===== src/rtl/mul_acc.sv =====
// Iterative radix-2 shift-and-add multiply / multiply-accumulate unit.
// Produces the low N bits of a*b (MUL) or a*b + acc (MLA) after N iterations.
module mul_acc #(
  parameter int N = 32
) (
  input  logic         clk,
  input  logic         reset_n,
  input  logic         start,
  input  logic         mode,
  input  logic         set_flags,
  input  logic [N-1:0] a,
  input  logic [N-1:0] b,
  input  logic [N-1:0] acc,
  output logic [N-1:0] result,
  output logic [3:0]   flags,
  output logic         busy,
  output logic         done
);

  localparam int CW = $clog2(N + 1);

  typedef enum logic [0:0] {
    IDLE = 1'b0,
    CALC = 1'b1
  } state_t;

  state_t          state_q, state_d;
  logic [N-1:0]    p_q, p_d;
  logic [N-1:0]    m_q, m_d;
  logic [N-1:0]    q_q, q_d;
  logic [CW-1:0]   count_q, count_d;
  logic            sf_q, sf_d;
  logic [N-1:0]    result_q, result_d;
  logic [3:0]      flags_q, flags_d;
  logic            busy_q, busy_d;
  logic            done_q, done_d;
  logic [N-1:0]    p_sum_s;

  assign result = result_q;
  assign flags  = flags_q;
  assign busy   = busy_q;
  assign done   = done_q;

  // Next-state logic for the control FSM and the shift/add datapath.
  always_comb begin
    state_d  = state_q;
    p_d      = p_q;
    m_d      = m_q;
    q_d      = q_q;
    count_d  = count_q;
    sf_d     = sf_q;
    result_d = result_q;
    flags_d  = flags_q;
    busy_d   = busy_q;
    done_d   = 1'b0;
    p_sum_s  = p_q + (q_q[0] ? m_q : {N{1'b0}});

    case (state_q)
      IDLE: begin
        if (start) begin
          state_d = CALC;
          busy_d  = 1'b1;
          p_d     = mode ? acc : {N{1'b0}};
          m_d     = a;
          q_d     = b;
          count_d = {CW{1'b0}};
          sf_d    = set_flags;
        end else begin
          state_d = IDLE;
          busy_d  = 1'b0;
        end
      end
      CALC: begin
        p_d     = p_sum_s;
        m_d     = {m_q[N-2:0], 1'b0};
        q_d     = {1'b0, q_q[N-1:1]};
        count_d = count_q + CW'(1);
        if (count_q == CW'(N - 1)) begin
          state_d  = IDLE;
          busy_d   = 1'b0;
          done_d   = 1'b1;
          result_d = p_sum_s;
          // C and V are deliberately preserved; only N and Z reflect the product.
          if (sf_q) begin
            flags_d = {flags_q[3:2], (p_sum_s == {N{1'b0}}), p_sum_s[N-1]};
          end else begin
            flags_d = flags_q;
          end
        end else begin
          state_d = CALC;
        end
      end
      default: begin
        state_d = IDLE;
        busy_d  = 1'b0;
      end
    endcase
  end

  // State and output registers with asynchronous abort on reset.
  always_ff @(posedge clk or negedge reset_n) begin
    if (!reset_n) begin
      state_q  <= IDLE;
      p_q      <= {N{1'b0}};
      m_q      <= {N{1'b0}};
      q_q      <= {N{1'b0}};
      count_q  <= {CW{1'b0}};
      sf_q     <= 1'b0;
      result_q <= {N{1'b0}};
      flags_q  <= 4'b0000;
      busy_q   <= 1'b0;
      done_q   <= 1'b0;
    end else begin
      state_q  <= state_d;
      p_q      <= p_d;
      m_q      <= m_d;
      q_q      <= q_d;
      count_q  <= count_d;
      sf_q     <= sf_d;
      result_q <= result_d;
      flags_q  <= flags_d;
      busy_q   <= busy_d;
      done_q   <= done_d;
    end
  end

endmodule


===== config.mk =====
export PLATFORM = sky130hd
export DESIGN_NAME = mul_acc
export DESIGN_NICKNAME = d
export VERILOG_FILES = /design/src/rtl/mul_acc.sv
export SDC_FILE = /design/constraint.sdc
export NUM_CORES = 1
export LEC_CHECK = 0
export BUFFER_PORTS_ARGS = -buffer_cell sky130_fd_sc_hd__buf_2
export CORE_ASPECT_RATIO = 1.1
export CORE_MARGIN = 2
export CORE_UTILIZATION = 30
export CTS_BUF_LIST = sky130_fd_sc_hd__clkbuf_2 sky130_fd_sc_hd__clkbuf_4 sky130_fd_sc_hd__clkbuf_8
export DETAILED_ROUTE_END_ITERATION = 8
export REMOVE_ABC_BUFFERS = 1
export SYNTH_ARGS = -nofsm -noshare
export SYNTH_HDL_FRONTEND = slang
export SYNTH_SLANG_ARGS = --single-unit

===== constraint.sdc =====
create_clock -name clk -period 3.8 [get_ports clk]
set_clock_uncertainty 0.2 [all_clocks]
set_input_delay 0.95 -clock clk [delete_from_list [all_inputs] [get_ports clk]]
set_output_delay 0.95 -clock clk [all_outputs]
set_load 0.01 [all_outputs]

* After elaboration in Yosys (flattened, before gate mapping)
Cells that the tools add are included.
Storage, ports and cells: register bits after elaboration 140, output and inout port bits 38, word-level logic and storage cells 37
Cells by class: muxes and demuxes 17, bitwise operators 1, equal/unequal tests 3, reduce and logical (&&, ||, !) cells 4, add/sub/neg operators 2
Operators with widths (number):
- $pmux 32 s2 | 3
- $mux 32 | 5
- $add 32x32->32 | 1
- $logic_not 32->1 | 1
- $pmux 6 s2 | 1
- $add 6x1->6 const B | 1
- $eq 6x5->1 const B | 1
- $mux 6 | 1
- $mux 1 | 5
- $pmux 1 s2 | 2
- $reduce_and 2->1 | 2
- $reduce_and 3->1 | 1
- $ne 2x1->1 const B | 1
- $ne 2x2->1 const B | 1
- $not 1->1 | 1

* Depth between registers and ports, before layout
Gate-level depths: netlist of run 1.
word-level depth 3, depth in mapped cells 13, depth with buffers taken out 12

* Worst setup path before layout of run 1
Ideal clock, no wire load.
path kind flip-flop to flip-flop, from register q_q[0], to register flags_q[1] (netlist: flags[1]), data required time 3.523 ns, path buffers 1, arrival 3.203 ns, library setup time 0.077 ns, clock period less this slack 3.480 ns, cell stages (with the launch flop) 14, slack 0.320 ns, cell sequence dfrtp_1 > clkbuf_1 > and2_1 > ha_1 > fa_1 > a21oi_2 > o21bai_1 > xor2_1 > or4_4 > a2111oi_4 > o2111ai_1 > nor4_1 > nand4_1 > o21ai_1
On the way: cells in the longest elaborated chain, start to end 3
Ends and longest elaborated chain:
- from (decl) | RTL line 30 | logic [N-1:0] q_q, q_d;
- from (signal assigned) | RTL line 106 | q_q <= {N{1'b0}};
- from (signal assigned) | RTL line 117 | q_q <= q_d;
- $mux 32 | RTL line 56 | p_sum_s = p_q + (q_q[0] ? m_q : {N{1'b0}});
- $add 32x32->32 | RTL line 56
- $logic_not 32->1 | RTL line 85 | flags_d = {flags_q[3:2], (p_sum_s == {N{1'b0}}), p_sum_s[N-1]};
- to (signal assigned) | RTL line 121 | flags_q <= flags_d;
- to (decl) | RTL line 34 | logic [3:0] flags_q, flags_d;
No other way between the ends. A chain may end at the register's enable or synchronous reset.

* Worst setup path in the final report of run 1
from register m_q[0], to register flags_q[1] (netlist: flags[1])
On the way: cells in the longest elaborated chain, start to end 3
Ends and longest elaborated chain:
- from (decl) | RTL line 29 | logic [N-1:0] m_q, m_d;
- from (signal assigned) | RTL line 105 | m_q <= {N{1'b0}};
- from (signal assigned) | RTL line 116 | m_q <= m_d;
- $mux 32 | RTL line 56
- $add 32x32->32 | RTL line 56
- $logic_not 32->1 | RTL line 85
No other way between the ends.

==> results of run 1 <==
through the flow:
step	TNS [ns]	power, mW	utilization (%)
CTS	0	6.251	35.97
finish	0	6.179	36.06
global placement	0	4.972	34.61
global route	0	6.716	36.04
detailed placement	0	5.012	34.61
floorplan	-59.89	4.042	-
Yosys cell counts (all sizes together) (4+ instances only):
cell and n:
nand4 7, buf 8, a311oi 27, ha 32
nor4 4, dfrtp 140, xor2 5, o21ai 119
nor3 11, nand3 10, o21a 10, a211oi 6
nor2b 35, o211ai 7, mux2i 67, or4 4
nor2 26, and2 36, o22ai 4, a21o 8
clkbuf 54, o311ai 4, or2 11, or3 8
inv 13, nand2b 8, xnor2 7, o21bai 5
a31oi 11, a21oi 62, and3 8, nand2 153
worst reg2reg max path, stage by stage, from the launching register on:
cell       delay, ns
dfrtp_1         0.40
and2_1          0.16
ha_1            0.21
fa_1            0.43
a21oi_2         0.17
buf_4           0.13
o211ai_2        0.14
a21o_1          0.25
a22oi_2         0.22
nor4_1          0.11
or3_1           0.38
a2111oi_0       0.42
nand4_1         0.14
o21ai_1         0.15
cell usage in the layout, fill, tap and decap left out, drive strengths merged, types with 5 or more instances in the layout:
master and n:
xor2 5, and2 36, a21oi 62, or3 8, inv 18, nor3 11, and3 8, o21bai 5
dfrtp 140, or2 11, clkinvlp 6, xnor2 7, o21ai 119, a31oi 11, ha 32, nand2 153
nor2b 35, nand4 7, clkbuf 18, o211ai 7, o21a 10, mux2i 67, nor2 26, buf 165
a21o 8, nand3 10, nand2b 8, a311oi 27, a211oi 6
metal layers:
metal | up-vias | track usage [%] | part of all wire [%]
li1 | 3666 | - | -
met1 | 3545 | 21.66 | 45
met2 | 144 | 26.92 | 47
met3 | 35 | 4.246 | 5.1
met4 | 2 | 5.719 | 2.0
met5 | - | 0 | 0.054
cells by family after synthesis:
kind of cell / after synthesis / share of synthesized area (%)
DFF: 140 / 41.54
adders and majority gates: 33 / 4.985
AOI/OAI and AO/OA: 289 / 21.39
xor gates and xnor gates: 12 / 1.246
muxes: 69 / 8.220
other: 1 / 0.04447
buffers and inverters: 75 / 3.442
and+or+nand+nor: 328 / 19.12
final cells by class:
| class | instances | area (um2) |
|---|---|---|
| Sequential cell | 140 | 3507 |
| Fill cell | 2948 | 17720 |
| Tap cell | 363 | 454.2 |
| Multi-Input combinational cell | 733 | 4662 |
| Clock inverter | 14 | 136.4 |
| Clock buffer | 18 | 241.5 |
| Timing Repair Buffer | 165 | 935.9 |
| Inverter | 13 | 48.80 |
| Antenna cell | 2 | 5.005 |
worst paths after layout:
kind / start / end / slack [ns]
hold / removal: reset_n / result[0] / 0.25
min in group clk: result[27] / result[27] / 0.28
max in group asynchronous: reset_n / p_q[30] / 2.32
setup / recovery: m_q[0] / flags[1] / 0.26
setup reg to reg: m_q[0] / flags[1] / 0.26
hold reg to reg: result[27] / result[27] / 0.28
power breakdown:
group | total, mW | switching [mW] | internal (mW) | leakage [nW]
Sequential | 2.39 | 0.362 | 2.03 | 1.82
Clock | 1.21 | 0.671 | 0.535 | 0.173
Combinational | 2.58 | 1.51 | 1.07 | 2.74
registers in the layout, indices dropped and copies added, names as in the netlist:
signal and count:
busy 1, sf_q 1, flags 2, result 32
p_q 32, count_q 6, state_q 1, m_q 32
q_q 32, done 1
==> out/qor.csv, run 1 <==
stage;metric;value;unit
global_route;Overall Global Routing Usage;16.69;%
global_route;wire length of the first global-routing pass;39040;um
die;num rows;64;
critical_path;family with the most delay on the worst path;compound AO/OA/AOI/OAI gates;
critical_path;CP Capture Type;register;
critical_path;slowest stage cell on the critical path;fa_1;
detailed_routing;WL/cell;16.59;um
cts;number of setup buffers added after CTS;0;
cts;htree depth;4;
cts;CTS resizes;0;
finish;Nets;1204;
critical_path;slowest cell delay on critical path;0.42;ns
timing;min Tclk post-route;3.541;ns
detailed_routing;starting DRC count in detailed routing;452;
timing;Tightest Pin Transition;0.9047;ns
global_route;total grt overflow;0;
critical_path;type of the worst setup path;reg2reg;
logic_synthesis;register area share after synthesis;41.54;%
detailed_routing;wirelength, routed;24020;um
placement;GPL Wtd Cong;0.8711;
timing;Setup Viol. Count Final;0;
placement;pre-CTS WS;0.1054;ns
critical_path;crit path launch type;register;
timing;final max-slew violation count;0;
pwr;pwr/cell area;618.4;nW/um2
cts;CTS buffer count;17;
critical_path;r2r worst-path depth;13;
detailed_routing;drt first pass iters;5;
timing;final hold slack;0.2484;ns
logic_synthesis;Post-synth top flop;dfrtp_1;
logic_synthesis;top cells by area, synth;dfrtp_1 (42%), mux2i_1 (8.0%), nand2_1 (6.8%), o21ai_0 (6.6%), ha_1 (4.7%);
finish;Finished Cell Area;9991;um2
logic_synthesis;Ys Warns;0;
global_route;largest net degree at the start of global routing;108;
detailed_routing;Final ANT Viol Nets;0;
timing;max_slew headroom;39.69;%
global_route;vias in the first global route;7426;
critical_path;CP Max Fanout;5;
logic_synthesis;area leader, netlist;dfrtp_1;
critical_path;crit path cell chain;and2_1 > ha_1 > fa_1 > a21oi_2 > buf_4 > o211ai_2 > a21o_1 > a22oi_2 > nor4_1 > or3_1 > a2111oi_0 > nand4_1 > o21ai_1;
critical_path;CP required;4.02;ns
finish;area grow syn2layout;18.47;%
placement;# port buffers;136;
cts;worst skew pair latency;0.48;ns
detailed_routing;Vias/cell;5.105;
die;Top Ports;139;
critical_path;worst path arrival time;3.76;ns
cts;CTS tree;yes;
placement;placed cell count;1414;
timing;RSZ-0062 raised after global routing;false;
logic_synthesis;post-synthesis async set-or-reset flop share;100.0;%
cts;hold buffers post-CTS;0;
placement;dpl hpwl;17650;um
die;Initial Util;30.44;%
critical_path;Levels on crit path;13;
logic_synthesis;cell area after synthesis;8433;um2
die;die area;29470;um2
die;Placeable Area;27710;um2
logic_synthesis;Synth top area share;41.54;%
finish;Final Non-Filler Cells;1448;
finish;layout cells sized above 1;20.68;%
die;Die H;179.8;um
logic_synthesis;Synth Instances;947;
placement;DP Area;9589;um2
logic_synthesis;Synth cell types;68;
detailed_routing;DRC viols;0;
logic_synthesis;#FFs+latches synth;140;
logic_synthesis;Post-synth EDFFs;0;
critical_path;CP Buf/Inv Count;1;
cts;Root Buffer;clkbuf_8;
timing;Hold Vio Cnt, Final;0;
detailed_routing;DR vias;7392;
logic_synthesis;syn_area_per_cell;8.905;um2
pwr;VDD IR max;0.0002558;V
pwr;P_leak;4.729;nW
die;Die Wd;163.9;um
run;Max Cap Viol;0;
cts;Clock Pin Slew Worst Setup and Hold Paths;0.11;ns
cts;clk buf depth;2;
timing;final setup margin;0.2591;ns
status;outcome;finished, final reports clean;
cts;# clock sinks;140;
worst_hold_path;Hold WC Path Type;in2async;
timing;crit share post-route;93.18;%
timing;Max Freq;282.4;MHz
global_route;initial antenna violation count;3;
Note: power is estimated with default switching activity, not from simulation.
==> inputs of run 2 (changes only) <==
CTS_BUF_LIST = sky130_fd_sc_hd__clkbuf_16   (was sky130_fd_sc_hd__clkbuf_2 sky130_fd_sc_hd__clkbuf_4 sky130_fd_sc_hd__clkbuf_8)
==> out/qor.csv, run 2 (same netlist as run 1, synthesis figures left out) <==
stage;metric;value;unit
status;outcome;finished, final reports clean;
die;Top Ports;139;
cts;# clock sinks;140;
pwr;VDD IR max;0.0003528;V
finish;sequential cell area;3507;um2
pwr;logic gate share of total power;39.1;%
global_route;Overall Global Routing Usage;16.63;%
critical_path;family with the most delay on the worst path;compound AO/OA/AOI/OAI gates;
detailed_routing;drt first pass iters;4;
timing;Hold Vio Cnt, Final;0;
cts;CTS tree;yes;
critical_path;worst path arrival time;3.73;ns
global_route;largest net degree at the start of global routing;108;
timing;Max Freq;280.5;MHz
timing;min Tclk post-route;3.565;ns
timing;Tightest Pin Transition;0.9059;ns
cts;Clock Pin Slew Worst Setup and Hold Paths;0.07;ns
timing;final max-slew violation count;0;
finish;Final Util;36.74;%
critical_path;CP Capture Type;register;
die;Die Wd;163.9;um
run;Max Cap Viol;0;
cts;htree depth;4;
finish;commonest cells after routing, fill and taps aside;nand2_1 (152), dfrtp_1 (139), buf_2 (134);
critical_path;r2r worst-path depth;13;
pwr;Sw Share;39.23;%
detailed_routing;DRC viols;0;
pwr;internal power;4.017;mW
placement;GPL Wtd Cong;0.8711;
finish;Nets;1204;
detailed_routing;DR vias;7413;
critical_path;CP Max Fanout;5;
detailed_routing;starting DRC count in detailed routing;420;
global_route;initial antenna violation count;3;
timing;Fin Setup TNS;0;ns
placement;# port buffers;136;
cts;clk buf depth;2;
cts;worst skew pair latency;0.43;ns
worst_hold_path;hold path cells;2;
finish;commonest non-fill, non-tap cell in the layout;nand2_1;
placement;dpl hpwl;17650;um
finish;area grow syn2layout;20.70;%
global_route;total grt overflow;0;
finish;FILL cells;2925;
die;num rows;64;
timing;Setup Viol. Count Final;0;
worst_hold_path;Hold WC Path Type;reg2reg;
finish;Final Non-Filler Cells;1448;
die;Die H;179.8;um
global_route;vias in the first global route;7431;
die;die area;29470;um2
timing;RSZ-0062 raised after global routing;false;
detailed_routing;WL/cell;16.59;um
cts;hold buffers post-CTS;0;
finish;multi-input logic area;4662;um2
critical_path;Levels on crit path;13;
die;Placeable Area;27710;um2
global_route;wire length of the first global-routing pass;39060;um
critical_path;CP required;3.96;ns
timing;max_slew headroom;39.61;%
pwr;Clock power frac;24.7;%
timing;crit share post-route;93.82;%
critical_path;type of the worst setup path;reg2reg;
pwr;sequential share of power;36.2;%
detailed_routing;Final ANT Viol Nets;0;
cts;Root Buffer;clkbuf_16;
detailed_routing;Vias/cell;5.119;
cts;number of setup buffers added after CTS;0;
placement;placed cell count;1414;
critical_path;CP Buf/Inv Count;1;
die;Initial Util;30.44;%
detailed_routing;wirelength, routed;24020;um
finish;layout cells sized above 1;20.59;%
cts;CTS buffer count;17;
critical_path;crit path cell chain;and2_1 > ha_1 > fa_1 > a21oi_2 > buf_4 > o211ai_2 > a21o_1 > a22oi_2 > nor4_1 > or3_1 > a2111oi_0 > nand4_1 > o21ai_1;
pwr;Switching Power;2.593;mW
cts;CTS resizes;0;
pwr;P_leak;4.817;nW
critical_path;crit path launch type;register;
critical_path;slowest cell delay on critical path;0.43;ns
pwr;pwr/cell area;649.5;nW/um2
critical_path;slowest stage cell on the critical path;fa_1;
[run 2: cell types whose count changed in the layout (fill, tap and decap cells not counted)]
cell,before,now
clkbuf_8,17,0
inv_1,12,13
clkbuf_4,1,0
clkbuf_16,0,17
[run 2: cell type report]
class / count / area share, %
multi-input combinational: 733 / 45.80
sequential: 140 / 34.46
timing repair buffer: 165 / 9.195
tap: 363 / 4.462
clock buffer: 17 / 4.179
clock inverter: 15 / 1.377
inverter: 13 / 0.4794
antenna: 2 / 0.04917
[run 2: per-layer routing]
| metal | track usage, % | vias to the layer above | routed length (um) |
|---|---|---|---|
| met4 | 5.018 | 2 | 428 |
| met5 | 0 | - | 13 |
| li1 | - | 3660 | - |
| met2 | 26.99 | 160 | 11490 |
| met3 | 4.338 | 34 | 1292 |
| met1 | 21.65 | 3557 | 10790 |
[run 2: final timing paths]
kind / startpoint / to / slack (ns)
setup / recovery: m_q[0] / flags[1] / 0.24
hold reg to reg: result[27] / result[27] / 0.27
max in group asynchronous: reset_n / m_q[28] / 2.28
setup reg to reg: m_q[0] / flags[1] / 0.24
min in group asynchronous: reset_n / result[0] / 0.29
hold / removal: result[27] / result[27] / 0.27
[run 2: metrics by stage]
step                setup WS [ns]  cell area [um2]  hold WS [ns]  power, mW
CTS                       0.09517            10150        0.2774      6.680
global placement           0.1191             9589        0.2560      4.972
floorplan                  -3.063             8195        0.2449      4.042
finish                     0.2350            10180        0.2704      6.611
detailed placement         0.1054             9589        0.2580      5.012
global route             0.008745            10170        0.2967      7.148
[run 2: worst min-delay path, delay by kind of cell (launching register included)]
kind            cells  cell delay, ns
simple gates        1            0.04
compound gates      1            0.05
flops               1            0.34
[run 2: power groups by stage]
stage	Combinational, mW	Clock [mW]	Sequential [mW]
after floorplan	1.60	0	2.44
after global placement	2.56	0	2.41
after detailed placement	2.59	0	2.42
after CTS	2.60	1.68	2.40
after global routing	2.94	1.74	2.47
final	2.58	1.63	2.40
